$ cat config.mk
export PLATFORM = sky130hd
export DESIGN_NAME = dma_halt_arbiter
export DESIGN_NICKNAME = d
export VERILOG_FILES = /design/src/rtl/dma_arb_pkg.sv /design/src/rtl/rr_pick.sv /design/src/rtl/dma_halt_arbiter.sv
export SDC_FILE = /design/constraint.sdc
export NUM_CORES = 1
export LEC_CHECK = 0
export ABC_AREA = 1
export BUFFER_PORTS_ARGS = -buffer_cell sky130_fd_sc_hd__buf_2
export CAP_MARGIN = 20
export CORE_ASPECT_RATIO = 1.5
export CORE_MARGIN = 3
export CORE_UTILIZATION = 35
export CTS_CLUSTER_SIZE = 14
export DETAILED_ROUTE_END_ITERATION = 10
export PLACE_DENSITY = 0.58
export SLEW_MARGIN = 15
export SYNTH_ARGS = -nofsm -noshare
export SYNTH_HDL_FRONTEND = slang
export SYNTH_SLANG_ARGS = --single-unit
$ cat constraint.sdc
create_clock -name clk_sys -period 2.7 [get_ports clk_sys]
set_clock_uncertainty 0.1 [all_clocks]
set_input_delay 0.54 -clock clk_sys [delete_from_list [all_inputs] [get_ports clk_sys]]
set_output_delay 0.54 -clock clk_sys [all_outputs]
set_load 0.03 [all_outputs]
$ cat src/rtl/dma_arb_pkg.sv
// Shared types and constants for the DMA halt arbiter and its picker.
package dma_arb_pkg;

  typedef enum logic [1:0] {
    ARB_IDLE      = 2'd0,
    ARB_HALT_WAIT = 2'd1,
    ARB_GRANT     = 2'd2,
    ARB_RELEASE   = 2'd3
  } arb_state_e;

  localparam int unsigned MODE_PRIO = 0;
  localparam int unsigned MODE_RR   = 1;

  // Phase counters hold HALT_LAT / TURN (up to 15); hold counter covers MAX_HOLD.
  localparam int unsigned CNT_W  = 4;
  localparam int unsigned HOLD_W = 16;

  // Width of a channel index; never narrower than one bit.
  function automatic int unsigned idx_w(input int unsigned n);
    if (n > 1) return $clog2(n);
    return 1;
  endfunction

endpackage

$ cat src/rtl/rr_pick.sv
// Combinational picker: lowest set request at or after the start index.
// Start is the pointer in round-robin mode and zero in fixed-priority mode.
module rr_pick
  import dma_arb_pkg::*;
#(
  parameter int unsigned NUM_CH = 2
) (
  input  logic [NUM_CH-1:0]        i_req,
  input  logic [idx_w(NUM_CH)-1:0] i_ptr,
  input  logic                     i_mode,
  output logic [idx_w(NUM_CH)-1:0] o_idx,
  output logic                     o_valid
);

  localparam int unsigned IW = idx_w(NUM_CH);

  int unsigned         w_start;
  int unsigned         w_pos;
  int unsigned         w_win;
  logic [2*NUM_CH-1:0] w_dbl;
  logic [NUM_CH-1:0]   w_rot;

  // Rotate the request vector so the search start lands at bit 0, then take the lowest set bit.
  always_comb begin
    w_start = i_mode ? 32'(i_ptr) : 32'd0;
    w_dbl   = {i_req, i_req};
    w_rot   = NUM_CH'(w_dbl >> w_start);
    w_pos   = 0;
    o_valid = 1'b0;
    for (int unsigned k = 0; k < NUM_CH; k++) begin
      if (w_rot[k] && !o_valid) begin
        o_valid = 1'b1;
        w_pos   = k;
      end
    end
    w_win = w_start + w_pos;
    if (w_win >= NUM_CH) w_win = w_win - NUM_CH;
    o_idx = IW'(w_win);
  end

endmodule

$ cat src/rtl/dma_halt_arbiter.sv
// Multi-master DMA arbiter for the 6502 bus: halts the CPU on pclk1 ticks,
// grants one master at a time, optionally chains grants, and enforces a hold timeout.
module dma_halt_arbiter
  import dma_arb_pkg::*;
#(
  parameter int unsigned NUM_CH   = 2,
  parameter int unsigned HALT_LAT = 1,
  parameter int unsigned TURN     = 1,
  parameter int unsigned MODE     = 0,
  parameter int unsigned CHAIN    = 1,
  parameter int unsigned MAX_HOLD = 0
) (
  input  logic                     clk_sys,
  input  logic                     reset,
  input  logic                     pclk1,
  input  logic                     enable,
  input  logic [NUM_CH-1:0]        req,
  input  logic                     clr_timeout,
  output logic [NUM_CH-1:0]        gnt,
  output logic [idx_w(NUM_CH)-1:0] owner,
  output logic                     halt_b,
  output logic                     drive_AB,
  output logic                     timeout
);

  localparam int unsigned IW = idx_w(NUM_CH);

  arb_state_e        r_state;
  arb_state_e        w_state_nxt;
  logic [NUM_CH-1:0] r_gnt;
  logic [NUM_CH-1:0] w_gnt_nxt;
  logic [IW-1:0]     r_owner;
  logic [IW-1:0]     w_owner_nxt;
  logic              r_halt_b;
  logic              w_halt_b_nxt;
  logic              r_drive;
  logic              r_timeout;
  logic              w_timeout_nxt;
  logic [CNT_W-1:0]  r_cnt;
  logic [CNT_W-1:0]  w_cnt_nxt;
  logic [HOLD_W-1:0] r_hold;
  logic [HOLD_W-1:0] w_hold_nxt;
  logic [IW-1:0]     r_ptr;
  logic [IW-1:0]     w_ptr_nxt;
  logic [NUM_CH-1:0] r_mask;
  logic [NUM_CH-1:0] w_mask_nxt;
  logic              w_do_grant;

  logic [NUM_CH-1:0] w_req_eff;
  logic [IW-1:0]     w_win;
  logic              w_win_vld;
  logic              w_own_req;
  logic              w_hold_exp;
  logic              w_chain_ok;

  // Channels that timed out stay masked until their request is seen low once.
  assign w_req_eff  = req & ~r_mask;
  assign w_own_req  = |(req & r_gnt);
  assign w_hold_exp = (MAX_HOLD != 0) && (r_hold == HOLD_W'(MAX_HOLD - 1));
  assign w_chain_ok = (CHAIN != 0) && enable && w_win_vld;

  rr_pick #(
    .NUM_CH (NUM_CH)
  ) u_pick (
    .i_req   (w_req_eff),
    .i_ptr   (r_ptr),
    .i_mode  (MODE == MODE_RR),
    .o_idx   (w_win),
    .o_valid (w_win_vld)
  );

  // State and datapath registers; advance only on pclk1 ticks, reset is immediate.
  always_ff @(posedge clk_sys or posedge reset) begin
    if (reset) begin
      r_state   <= ARB_IDLE;
      r_gnt     <= '0;
      r_owner   <= '0;
      r_halt_b  <= 1'b1;
      r_drive   <= 1'b0;
      r_timeout <= 1'b0;
      r_cnt     <= '0;
      r_hold    <= '0;
      r_ptr     <= '0;
      r_mask    <= '0;
    end else if (pclk1) begin
      r_state   <= w_state_nxt;
      r_gnt     <= w_gnt_nxt;
      r_owner   <= w_owner_nxt;
      r_halt_b  <= w_halt_b_nxt;
      r_drive   <= |w_gnt_nxt;
      r_timeout <= w_timeout_nxt;
      r_cnt     <= w_cnt_nxt;
      r_hold    <= w_hold_nxt;
      r_ptr     <= w_ptr_nxt;
      r_mask    <= w_mask_nxt;
    end
  end

  // Next-state selection.
  always_comb begin
    w_state_nxt = r_state;
    case (r_state)
      ARB_IDLE: begin
        if (enable && w_win_vld) w_state_nxt = ARB_HALT_WAIT;
      end
      ARB_HALT_WAIT: begin
        if (!w_win_vld)                 w_state_nxt = ARB_RELEASE;
        else if (r_cnt <= CNT_W'(1))    w_state_nxt = ARB_GRANT;
      end
      ARB_GRANT: begin
        if (!w_own_req || w_hold_exp)   w_state_nxt = ARB_RELEASE;
      end
      ARB_RELEASE: begin
        if (r_cnt == '0) w_state_nxt = w_chain_ok ? ARB_GRANT : ARB_IDLE;
      end
      default: w_state_nxt = ARB_IDLE;
    endcase
  end

  // Next values for grant, halt, counters, pointer, mask and sticky timeout.
  always_comb begin
    w_gnt_nxt     = r_gnt;
    w_owner_nxt   = r_owner;
    w_halt_b_nxt  = r_halt_b;
    w_cnt_nxt     = r_cnt;
    w_hold_nxt    = r_hold;
    w_ptr_nxt     = r_ptr;
    w_timeout_nxt = r_timeout & ~clr_timeout;
    w_mask_nxt    = r_mask & req;
    w_do_grant    = 1'b0;
    case (r_state)
      ARB_IDLE: begin
        if (enable && w_win_vld) begin
          w_halt_b_nxt = 1'b0;
          w_cnt_nxt    = CNT_W'(HALT_LAT);
        end
      end
      ARB_HALT_WAIT: begin
        if (!w_win_vld)              w_cnt_nxt  = '0;
        else if (r_cnt <= CNT_W'(1)) w_do_grant = 1'b1;
        else                         w_cnt_nxt  = r_cnt - CNT_W'(1);
      end
      ARB_GRANT: begin
        w_hold_nxt = r_hold + HOLD_W'(1);
        if (!w_own_req) begin
          w_gnt_nxt = '0;
          w_cnt_nxt = CNT_W'(TURN);
        end else if (w_hold_exp) begin
          w_gnt_nxt     = '0;
          w_cnt_nxt     = CNT_W'(TURN);
          w_timeout_nxt = 1'b1;
          w_mask_nxt    = (r_mask & req) | r_gnt;
        end
      end
      ARB_RELEASE: begin
        if (r_cnt != '0)     w_cnt_nxt    = r_cnt - CNT_W'(1);
        else if (w_chain_ok) w_do_grant   = 1'b1;
        else                 w_halt_b_nxt = 1'b1;
      end
      default: ;
    endcase
    if (w_do_grant) begin
      w_gnt_nxt   = NUM_CH'(1) << w_win;
      w_owner_nxt = w_win;
      w_hold_nxt  = '0;
      if (MODE == MODE_RR) w_ptr_nxt = IW'((32'(w_win) + 32'd1) % NUM_CH);
    end
  end

  assign gnt      = r_gnt;
  assign owner    = r_owner;
  assign halt_b   = r_halt_b;
  assign drive_AB = r_drive;
  assign timeout  = r_timeout;

endmodule

# --- Word level (Yosys, flattened, before mapping) ---
# Cells that the tools add are included.
classes:
  addsub: 2
  mul: 0
  div: 0
  order_cmp: 2
  n_eq_ne: 11
  shifts: 1
  mux: 29
  bitwise_logic: 6
  n_reduce_logical: 13
op_table:
  columns: ["cell", "count"]
  rows:
  - ["two-way mux 4 bit", 5]
  - ["two-way mux 2 bit", 9]
  - ["case mux 4 bit (4 select lines)", 1]
  - ["AND reduction 5 bit", 3]
  - ["inequality test 2 bit (second input constant)", 6]
  - ["two-way mux 1 bit", 11]
  - ["case mux 2 bit (4 select lines)", 1]
  - ["bitwise AND 2 bit", 3]
  - ["inequality test 3 bit (second input constant)", 2]
  - ["equality test 2 bit (second input constant)", 2]
  - ["less-or-equal comparator 4 x 1 -> 1 bit (second input constant)", 1]
  - ["logical NOT 4 bit", 1]
  - ["case mux 1 bit (2 select lines)", 2]
  - ["nonzero test 4 bit", 1]
  - ["OR reduction 2 bit", 2]
  - ["subtractor 4 x 1 -> 4 bit (second input constant)", 1]
  - ["equality test 2 x 1 -> 1 bit (second input constant)", 1]
  - [">= comparator 1 x 2 -> 1 bit (second input constant)", 1]
  - ["logical AND 1 bit", 2]
  - ["logical NOT 2 bit", 1]
  - ["inverter 2 bit", 1]
  - ["AND reduction 2 bit", 1]
  - ["nonzero test 2 bit", 1]
  - ["<< shifter 1 x 1 -> 2 bit (first input constant)", 1]
  - ["4 further kinds", 4]
totals:
  reg_bits: 14
  latchBits: 0
  ram_bits: 0
  romBits: 0
  input_bits: 7
  out_inout_bits: 6
  mem_count: 0

# --- Depth between registers and ports, before layout ---
# Gate-level depths: netlist of the first run.
logic_depth:
  word_depth: 12
  mapped_depth: 10
  depth_no_buf: 10

# --- Modules after synthesis ---
# A second synthesis of the first run with hierarchy kept.
unflattened:
  cells_unflattened: 118
  area_unflattened_um2: 848.3
by_module_without_submodules:
  columns: ["mod", "instances", "cells_per_inst", "area_per_inst_um2", "seq_area_each_um2"]
  rows:
  - ["dma_halt_arbiter", 1, 109, 814.5, 351.6]
  - ["rr_pick", 1, 9, 33.8, 0.0]

# --- Worst setup path before layout of the first run ---
# No wires, ideal clock.
synth_path:
  path_type: "reg-to-reg"
  start: "register r_cnt[0]"
  end: "register r_cnt[0]"
  setup_ns: 0.121
  arrival_time_ns: 1.394
  slack_ns: 1.085
  stages_incl_launch_ff: 11
  synth_period_minus_slack_ns: 1.615
  cell_sequence: "dfrtp_1 inv_1 ha_1 nor2_2 nor2_4 nand3_4 nand3_2 nor2_8 inv_4 nand2_2 o21ai_2"
synth_via:
  elab_chain_cells: 4
synth_rtl:
  columns: ["item", "line", "text"]
  rows:
  - ["from (decl)", "dma_halt_arbiter.sv:39", "logic [CNT_W-1:0] r_cnt;"]
  - ["from (signal assigned)", "dma_halt_arbiter.sv:92", "r_cnt <= w_cnt_nxt;"]
  - ["subtractor 4 x 1 -> 4 bit", "dma_halt_arbiter.sv:141, dma_halt_arbiter.sv:156", null]
  - ["two-way mux 4 bit", "dma_halt_arbiter.sv:140", "else if (r_cnt <= CNT_W'(1)) w_do_grant = 1'b1;"]
  - ["two-way mux 4 bit", "dma_halt_arbiter.sv:139", "if (!w_win_vld) w_cnt_nxt = '0;"]
  - ["case mux 4 bit (4 select lines)", "dma_halt_arbiter.sv:131", "case (r_state)"]
# Several ways; a longest one is shown, not always the timed one. The select of a mux whose other input is x is not followed.
# A chain may end at the register's enable or synchronous reset.

# --- Worst setup path in the final report of the first run ---
layout_path:
  start: "register r_cnt[0]"
  end: "register r_state[0]"
layout_via:
  elab_chain_cells: 3
layout_rtl:
  columns: ["item", "line", "text"]
  rows:
  - ["less-or-equal comparator 4 x 1 -> 1 bit or logical NOT 4 bit (tied branches)", "dma_halt_arbiter.sv:108, dma_halt_arbiter.sv:114", null]
  - ["inequality test 3 bit (no source line) or inequality test 2 bit (tied branches)", null, null]
  - ["AND reduction 5 bit (no source line) (*)", null, null]
  - ["to (signal assigned)", "dma_halt_arbiter.sv:86", "r_state <= w_state_nxt;"]
  - ["to (decl)", "dma_halt_arbiter.sv:28", "arb_state_e r_state;"]
# Every way passes the cells marked *; elsewhere a longest branch is shown, timed or not.

==> impl_metrics.ini, run 1 <==
[finish]
post-route-cell-area_mm2 = 0.00107
nets = 142
n_antenna_cell = 0
syn2layout_area_growth_pct = 12.0
drive_above_1_share = 0.326

[critical_path]
crit_top_cell = nand2_1
crit_fanout = 4
slowest_delay_ps = 410
arrival_ps = 1790
path_buf_inv = 1
worstPathCellList = inv_1 -> ha_1 -> nor2_2 -> nor2_4 -> nor3_1 -> a21oi_1 -> nand2_1 -> nand2_1 -> nand2_1
endpoint_kind = register
cp.required_ps = 2780
critPathLaunchType = register
slowest_stage = dfrtp_1
critical_path.top_delay_family = simple AND/OR/NAND/NOR gates
crit_type = register to register

[floorplan]
die_area_mm2 = 0.00342
core_area_mm2 = 0.00253
initial_core_util = 0.379
die_w_um = 48.8
fp.dieH_um = 70.1
rows = 22
boundaryPins = 13

[power_and_ir_drop]
netSwitchingPower_mw = 0.618
seq_power_share = 0.303
swShare = 0.510
power_frac_comb = 0.589
power_density_mw_per_mm2 = 1130
power_frac_clock = 0.108
vdd_drop_max_uv = 478
p_int_mw = 0.593
p_leak_nw = 0.563

[timing]
setup_viol = 0
fin_crit_sh = 0.630
period_minus_slack_ps = 1700
worst_slack_ps = 999
tns_ps = 0
slew_violations = 0
hold_viol = 0
slew_headroom = 0.626
fmax_mhz = 588
rsz0062_at_grt = no
max_slew.worst_pin.slew_ps = 560

[outcome]
outcome = complete, no violations

[place]
numPortBuffers = 12
dp_hpwl_mm = 1.54
dpl_cell_area_mm2 = 0.00105
pre_cts_ws_ps = 989
gp_congestion = 0.817

[worst_hold_path]
hold_class = primary input to asynchronous set/reset pin

[flow_run]
drv_cap = 0

[grt]
top_usage_layer = met2
overflow = 0
grt_max_degree = 15
track_usage = 0.124
grt_pass1_wl_mm = 3.26
met1_usage = 0.127
grt_use_met3 = 0.0362
use_met2 = 0.222
grt_pass1_vias = 767
antenna_found_initial = 0

[routing]
post_drt_wl_per_cell_um = 11.6
antenna_left = 0
via_per_inst = 4.67
drtIter0Drc = 7
drc_errors = 0
drt_wl_total_mm = 1.95
dr.pass1.iters = 4
vias = 785

[clocking]
cts_setup_buffers = 0
cts_tree = built
htree_levels = 1
clock_latency_ps = 280
clk_pin_slew_ps = 90
cts_sinks = 14
clock-root-buffer = clkbuf_4
cts_inserted_buffers = 3
cts_buffer_depth = 2
cts_resized = 0
hold_buffers = 0

[synthesis]
synthCells = 118
syn_nets = 127
synth_cell_types = 28
ys_ff_latch = 14
syn_area_per_cell_um2 = 8.13
seq_area_frac_synth = 0.366
synth_warnings = 0
synth_edf_count = 0
async_flop_share = 1.00
ys.flop_type = dfrtp_1
synthesis.area_um2 = 960
-- through the flow --
| step | util | instances | total power [mW] | hold slack [ps] |
|---|---|---|---|---|
| 2_1_floorplan | - | 118 | 0.962 | 329 |
| 3_3_place_gp | 0.414 | 164 | 1.08 | 370 |
| 3_5_place_dp | 0.414 | 164 | 1.09 | 374 |
| 4_1_cts | 0.424 | 168 | 1.22 | 212 |
| 5_1_grt | 0.424 | 168 | 1.32 | 225 |
| 6_report | 0.424 | 168 | 1.21 | 190 |
-- kinds of logic (layout without fill, tap and decap cells) --
kind of cell	Yosys count	after routing	share of synthesized area
compound gates	15	15	0.100
fa+ha+maj	2	2	0.0261
buf+inv	20	34	0.0913
flops	14	14	0.366
simple gates	66	66	0.407
xor+xnor	1	1	0.00913
-- worst paths after layout --
path                                   from  cells after the start          to  slack, ps
worst min register to register        owner                      2       owner        390
worst min-delay path                  reset                      2    drive_AB        190
max in group asynchronous             reset                      2      halt_b       1940
worst max-delay path               r_cnt[0]                      9  r_state[0]       1000
min in group clk_sys            clr_timeout                      2     timeout        330
worst max register to register     r_cnt[0]                      9  r_state[0]       1000
-- cell usage in the layout (no fill, tap or decap), drive strengths merged --
cell | netlist | layout
nand3 | 14 | 14
dfrtp | 13 | 13
o211a | 1 | 1
o21ai | 9 | 9
dfstp | 1 | 1
nor3 | 1 | 1
a21boi | 2 | 2
buf | 2 | 12
clkinv | 1 | 1
clkbuf | 0 | 4
nand2 | 34 | 34
nor2 | 14 | 14
ha | 2 | 2
inv | 17 | 17
a21oi | 3 | 3
nand4 | 3 | 3
xor2 | 1 | 1
-- per-layer routing --
metal  vias up  wire length, um
met3         7               93
met4         0               38
met5         -                0
li1        406                -
met2        18             1050
met1       354              767
-- power groups by stage --
stage / registers (mW) / logic [mW] / clock network [mW]
final: 0.367 / 0.714 / 0.131
after global routing: 0.382 / 0.789 / 0.147
after CTS: 0.368 / 0.722 / 0.132
after detailed placement: 0.373 / 0.715 / 0
after global placement: 0.370 / 0.714 / 0
after floorplan: 0.404 / 0.558 / 0
-- area by class of cell --
type | instances | area, um^2
fill | 267 | 1460
inverter | 18 | 71.3
clock buffer | 4 | 26.3
tap | 36 | 45.0
sequential | 14 | 352
timing repair buffer | 12 | 60.1
multi-input combinational | 84 | 520
-- state kept, by name, summed over array words and instances, names as in the netlist --
register,count
gnt,2
drive_AB,1
r_mask,2
r_cnt,4
r_state,2
halt_b,1
owner,1
timeout,1
-- cell usage after synthesis, types with 2 or more instances --
| cell type | n | area (um^2) |
|---|---|---|
| ha_1 | 2 | 25.0 |
| nand3_2 | 3 | 30.0 |
| nand3_4 | 2 | 35.0 |
| dfrtp_1 | 13 | 325 |
| inv_2 | 2 | 7.51 |
| nand4_1 | 3 | 18.8 |
| a21oi_1 | 3 | 15.0 |
| o21ai_2 | 3 | 26.3 |
| nand2_1 | 23 | 86.3 |
| nor2_4 | 2 | 22.5 |
| nor2_1 | 10 | 37.5 |
| o21ai_0 | 2 | 10.0 |
| a21boi_0 | 2 | 15.0 |
| nand2_2 | 8 | 50.1 |
| nand2_4 | 3 | 33.8 |
| o21ai_1 | 4 | 20.0 |
| inv_1 | 14 | 52.6 |
| nand3_1 | 9 | 45.0 |
No activity file was read; power rests on OpenSTA's default activity.
==> inputs of run 2 (changes only) <==
- ABC_AREA: 1 -> 0
- PLACE_DENSITY: 0.58 -> 0.59
- clock period: 2.7 -> 1.67 ns (I/O delays scaled with it)
==> impl_metrics.ini, run 2 <==
[outcome]
outcome = complete, but fails checks
violations = setup timing

[finish]
syn2layout_area_growth_pct = 50.5
n_antenna_cell = 0
drive_above_1_share = 0.532
largest_reg_flops = 4
num-fill-cells = 187
final_cell_mix = buf_4 (25), dfrtp_1 (13), buf_2 (12), nand2_1 (7)
finalNonFillerCells = 146
final_common_cell = buf_4
nets = 134
top_register = r_cnt
fin_util = 0.585

[critical_path]
crit_fanout = 4
cp.depth = 6
crit_end = gnt[0]
crit_path_start = r_state[0]
worstPathCellList = or3b_4 -> a221oi_4 -> buf_4 -> a21oi_4 -> a211oi_1 -> a21o_1
r2r_end = gnt[0]
slowest_delay_ps = 430
critical_path.top_delay_family = compound AO/OA/AOI/OAI gates
worst-r2r-setup-slack_ps = -70
reg2regPathDepth = 6
cp.required_ps = 1820
path_buf_inv = 1
r2r_start = r_state[0]
endpoint_kind = register
critPathLaunchType = register
arrival_ps = 1880
crit_type = register to register
slowest_stage = dfrtp_1

[routing]
dr.pass1.iters = 4
via_per_inst = 5.40
drt_wl_total_mm = 2.14
drc_errors = 0
drtIter0Drc = 22
antenna_left = 0
vias = 788
post_drt_wl_per_cell_um = 14.7

[clocking]
cts_tree = built
htree_levels = 1
clock_latency_ps = 300
clock-root-buffer = clkbuf_4
cts_inserted_buffers = 3
clk_pin_slew_ps = 90
cts_buffer_depth = 2
cts_sinks = 14

[synthesis]
ys_ff_latch = 14
syn_nets = 93
synthesis.area_um2 = 827
synthTopCellsByCount = dfrtp_1 (13), a21oi_1 (7), nand2_1 (7)
synth_cell_types = 35
synth_area_leaders = dfrtp_1 (39%), a21oi_1 (4.2%), nand2b_1 (3.8%)
seq_area_frac_synth = 0.425
syn_area_per_cell_um2 = 9.85
synth_edf_count = 0
yosysTopAreaCell = dfrtp_1
ys.flop_type = dfrtp_1
async_flop_share = 1.00
synth_warnings = 0
synth_most_common_cell = dfrtp_1
synthCells = 84
yosysTopAreaCellShare = 0.393

[timing]
tns_ps = -217
max_slew.worst_pin.slew_ps = 565
rsz0062_at_grt = yes
fin_crit_sh = 1.04
fmax_mhz = 576
hold_viol = 0
slew_violations = 0
setup_viol = 6
slew_headroom = 0.623
worst_slack_ps = -65.6
period_minus_slack_ps = 1740

[place]
gp_congestion = 0.818
placed_cells = 136
numPortBuffers = 12
dp_hpwl_mm = 1.49
pre_cts_ws_ps = -78.3

[floorplan]
die_w_um = 45.7
boundaryPins = 13
rows = 20
fp.dieH_um = 65.5
initial_core_util = 0.389
core_area_mm2 = 0.00213
die_area_mm2 = 0.00299

[flow_run]
drv_cap = 0

[grt]
grt_pass1_wl_mm = 3.57
overflow = 0
grt_pass1_vias = 770
grt_max_degree = 15
track_usage = 0.167
antenna_found_initial = 0

[worst_hold_path]
hold_class = primary input to register

[power_and_ir_drop]
power_density_mw_per_mm2 = 1540
vdd_drop_max_uv = 740
p_leak_nw = 0.575
-- run 2: report_power, final --
group          leakage (nW)  internal, mW  switching (mW)
clock network        0.0210         0.133           0.127
registers             0.167         0.460          0.0937
logic                 0.387         0.571           0.532
-- run 2: metrics by stage --
stage / hold slack (ps) / cell area, um^2 / total power, mW
6_report: 116 / 1240 / 1.92
5_1_grt: 138 / 1240 / 2.04
2_1_floorplan: 123 / 830 / 1.07
3_3_place_gp: 314 / 1050 / 1.41
3_5_place_dp: 320 / 1050 / 1.44
4_1_cts: 119 / 1190 / 1.84
-- run 2: kinds of logic after synthesis --
| kind of cell | synth area share |
|---|---|
| muxes | 0.0408 |
| AOI/OAI and AO/OA | 0.277 |
| buffers and inverters | 0.0469 |
| DFF | 0.425 |
| adders and majority gates | 0.0303 |
| and+or+nand+nor | 0.180 |
-- run 2: layout make-up --
cell class                 count  area (um^2)  area share
tap                           22         27.5      0.0221
inverter                       5         18.8      0.0151
sequential                    14          352       0.282
timing repair buffer          39          269       0.216
multi-input combinational     62          542       0.435
clock buffer                   4         36.3      0.0291
-- run 2: worst min path at each step --
| stage | from | slack [ps] | to | depth (start not counted) |
|---|---|---|---|---|
| global route | clr_timeout | 140 | timeout | 2 |
| detailed placement | reset | 320 | timeout | 2 |
| CTS | clr_timeout | 120 | timeout | 2 |
| finish | clr_timeout | 120 | timeout | 2 |
| floorplan | reset | 120 | drive_AB | 1 |
| global placement | reset | 310 | timeout | 2 |
-- run 2: what timing repair did --
item,in CTS,in global routing
hold endpoints to repair,13,0
setup buffers,2,3
pin swaps,5,4
gates resized for setup,17,7
hold buffers,1,0
endpoints found under the setup margin,6,9
-- run 2: per-layer routing --
| layer | track usage | share of wire | vias up |
|---|---|---|---|
| met1 | 0.194 | 0.40 | 390 |
| met4 | 0.0961 | 0.028 | 0 |
| met3 | 0.0164 | 0.022 | 5 |
| met2 | 0.283 | 0.55 | 8 |
| li1 | - | - | 385 |
| met5 | 0 | 0 | - |
==> inputs of run 3 (changes only) <==
- CORE_MARGIN: 3 -> 2
==> impl_metrics.ini, run 3 (same netlist as run 2, synthesis figures left out) <==
[clocking]
cts_tree = built
cts_inserted_buffers = 3
clock_latency_ps = 290
clock-root-buffer = clkbuf_4
cts_buffer_depth = 2
htree_levels = 1
cts_sinks = 14
clk_pin_slew_ps = 90

[outcome]
violations = hold timing, setup timing
outcome = complete, but fails checks

[critical_path]
endpoint_kind = register
arrival_ps = 1790
crit_type = register to register
path_buf_inv = 1
critPathLaunchType = register
critical_path.top_delay_family = flip-flops
crit_fanout = 3
slowest_stage = dfrtp_1
worstPathCellList = inv_2 -> ha_4 -> nor2b_1 -> o21ai_4 -> o221ai_4 -> mux2_2
cp.required_ps = 1750
slowest_delay_ps = 400

[routing]
via_per_inst = 5.32
post_drt_wl_per_cell_um = 14.6
vias = 772
antenna_left = 0
drc_errors = 0
dr.pass1.iters = 4
drtIter0Drc = 26
drt_wl_total_mm = 2.12

[timing]
period_minus_slack_ps = 1720
max_slew.worst_pin.slew_ps = 575
rsz0062_at_grt = yes
slew_violations = 0
worst_slack_ps = -48.2
slew_headroom = 0.616
holdWs_ps = -13.7
tns_ps = -133
setup_viol = 3
hold_viol = 13
fmax_mhz = 582
fin_crit_sh = 1.03

[grt]
grt_pass1_vias = 764
track_usage = 0.159
grt_max_degree = 15
antenna_found_initial = 0
overflow = 0
grt_pass1_wl_mm = 3.34

[finish]
multi_input_comb_area_um2 = 533
syn2layout_area_growth_pct = 47.8
post-route-cell-area_mm2 = 0.00122
drive_above_1_share = 0.516
num-fill-cells = 199
nets = 132
seq_area_um2 = 354
final_cell_mix = buf_4 (24), buf_2 (12), dfrtp_1 (11), a21oi_1 (7), nand2_1 (6)
finalNonFillerCells = 145
final_common_cell = buf_4
top_register = r_cnt
largest_reg_flops = 4
n_antenna_cell = 0

[worst_hold_path]
hold_class = primary input to asynchronous set/reset pin

[floorplan]
die_w_um = 43.7
core_area_mm2 = 0.00223
rows = 21
boundaryPins = 13
fp.dieH_um = 63.5
die_area_mm2 = 0.00278
initial_core_util = 0.370

[place]
numPortBuffers = 12
gp_congestion = 0.750
dp_hpwl_mm = 1.35
placed_cells = 132
dpl_cell_area_mm2 = 0.00102

[power_and_ir_drop]
power_mw = 1.90
vdd_drop_max_uv = 625
swShare = 0.399
power_density_mw_per_mm2 = 1550
power_frac_clock = 0.134
netSwitchingPower_mw = 0.757
p_leak_nw = 0.559
power_frac_comb = 0.563
seq_power_share = 0.303
p_int_mw = 1.14

[flow_run]
drv_cap = 0
run 3: cell types whose count changed in the layout (fill, tap and decap cells not counted), moves of 2 or more:
cell,previous run,this run
mux2_2,0,2
dfrtp_2,0,2
dfrtp_1,13,11
mux2_4,3,1
a21oi_1,4,7
a21oi_2,2,0
run 3: stage by stage:
step | utilization | setup slack (ps)
final | 0.547 | -48.2
after floorplan | - | -4.12
after global placement | 0.456 | -65.5
after global routing | 0.547 | -122
after CTS | 0.510 | -43.7
after detailed placement | 0.456 | -115
run 3: worst paths after layout:
path                             start  endpoint  slack [ps]  depth (start not counted)
max in group asynchronous        reset  r_cnt[0]        1070                          2
max                           r_cnt[1]  r_cnt[0]         -50                          6
min reg2reg                     halt_b    halt_b         370                          2
min                              reset    gnt[0]         -10                          2
max reg2reg                   r_cnt[1]  r_cnt[0]         -50                          6
min in group clk_sys       clr_timeout   timeout         110                          2
run 3: layout make-up:
type	count	area share
Timing Repair Buffer	37	0.206
Tap cell	23	0.0235
Inverter	5	0.0154
Sequential cell	14	0.290
Clock buffer	4	0.0297
Multi-Input combinational cell	62	0.436
run 3: timing repair:
action	4_1_cts	5_1_grt
setup endpoints to repair	8	9
resized for setup	11	12
setup buffers	5	5
pin swaps	7	7
hold buffers	0	0
run 3: power by group through the flow:
stage / Combinational (mW) / Sequential, mW / Clock (mW)
floorplan: 0.405 / 0.668 / 0
global placement: 0.788 / 0.555 / 0
detailed placement: 0.797 / 0.560 / 0
CTS: 0.939 / 0.566 / 0.264
global route: 1.17 / 0.595 / 0.278
finish: 1.07 / 0.574 / 0.253
run 3: metal layers:
layer	share of wire	global-route usage	vias up
met5	0	0	-
met4	0.021	0.0795	0
met3	0.016	0.0172	5
met2	0.55	0.272	8
met1	0.41	0.186	378
li1	-	-	381
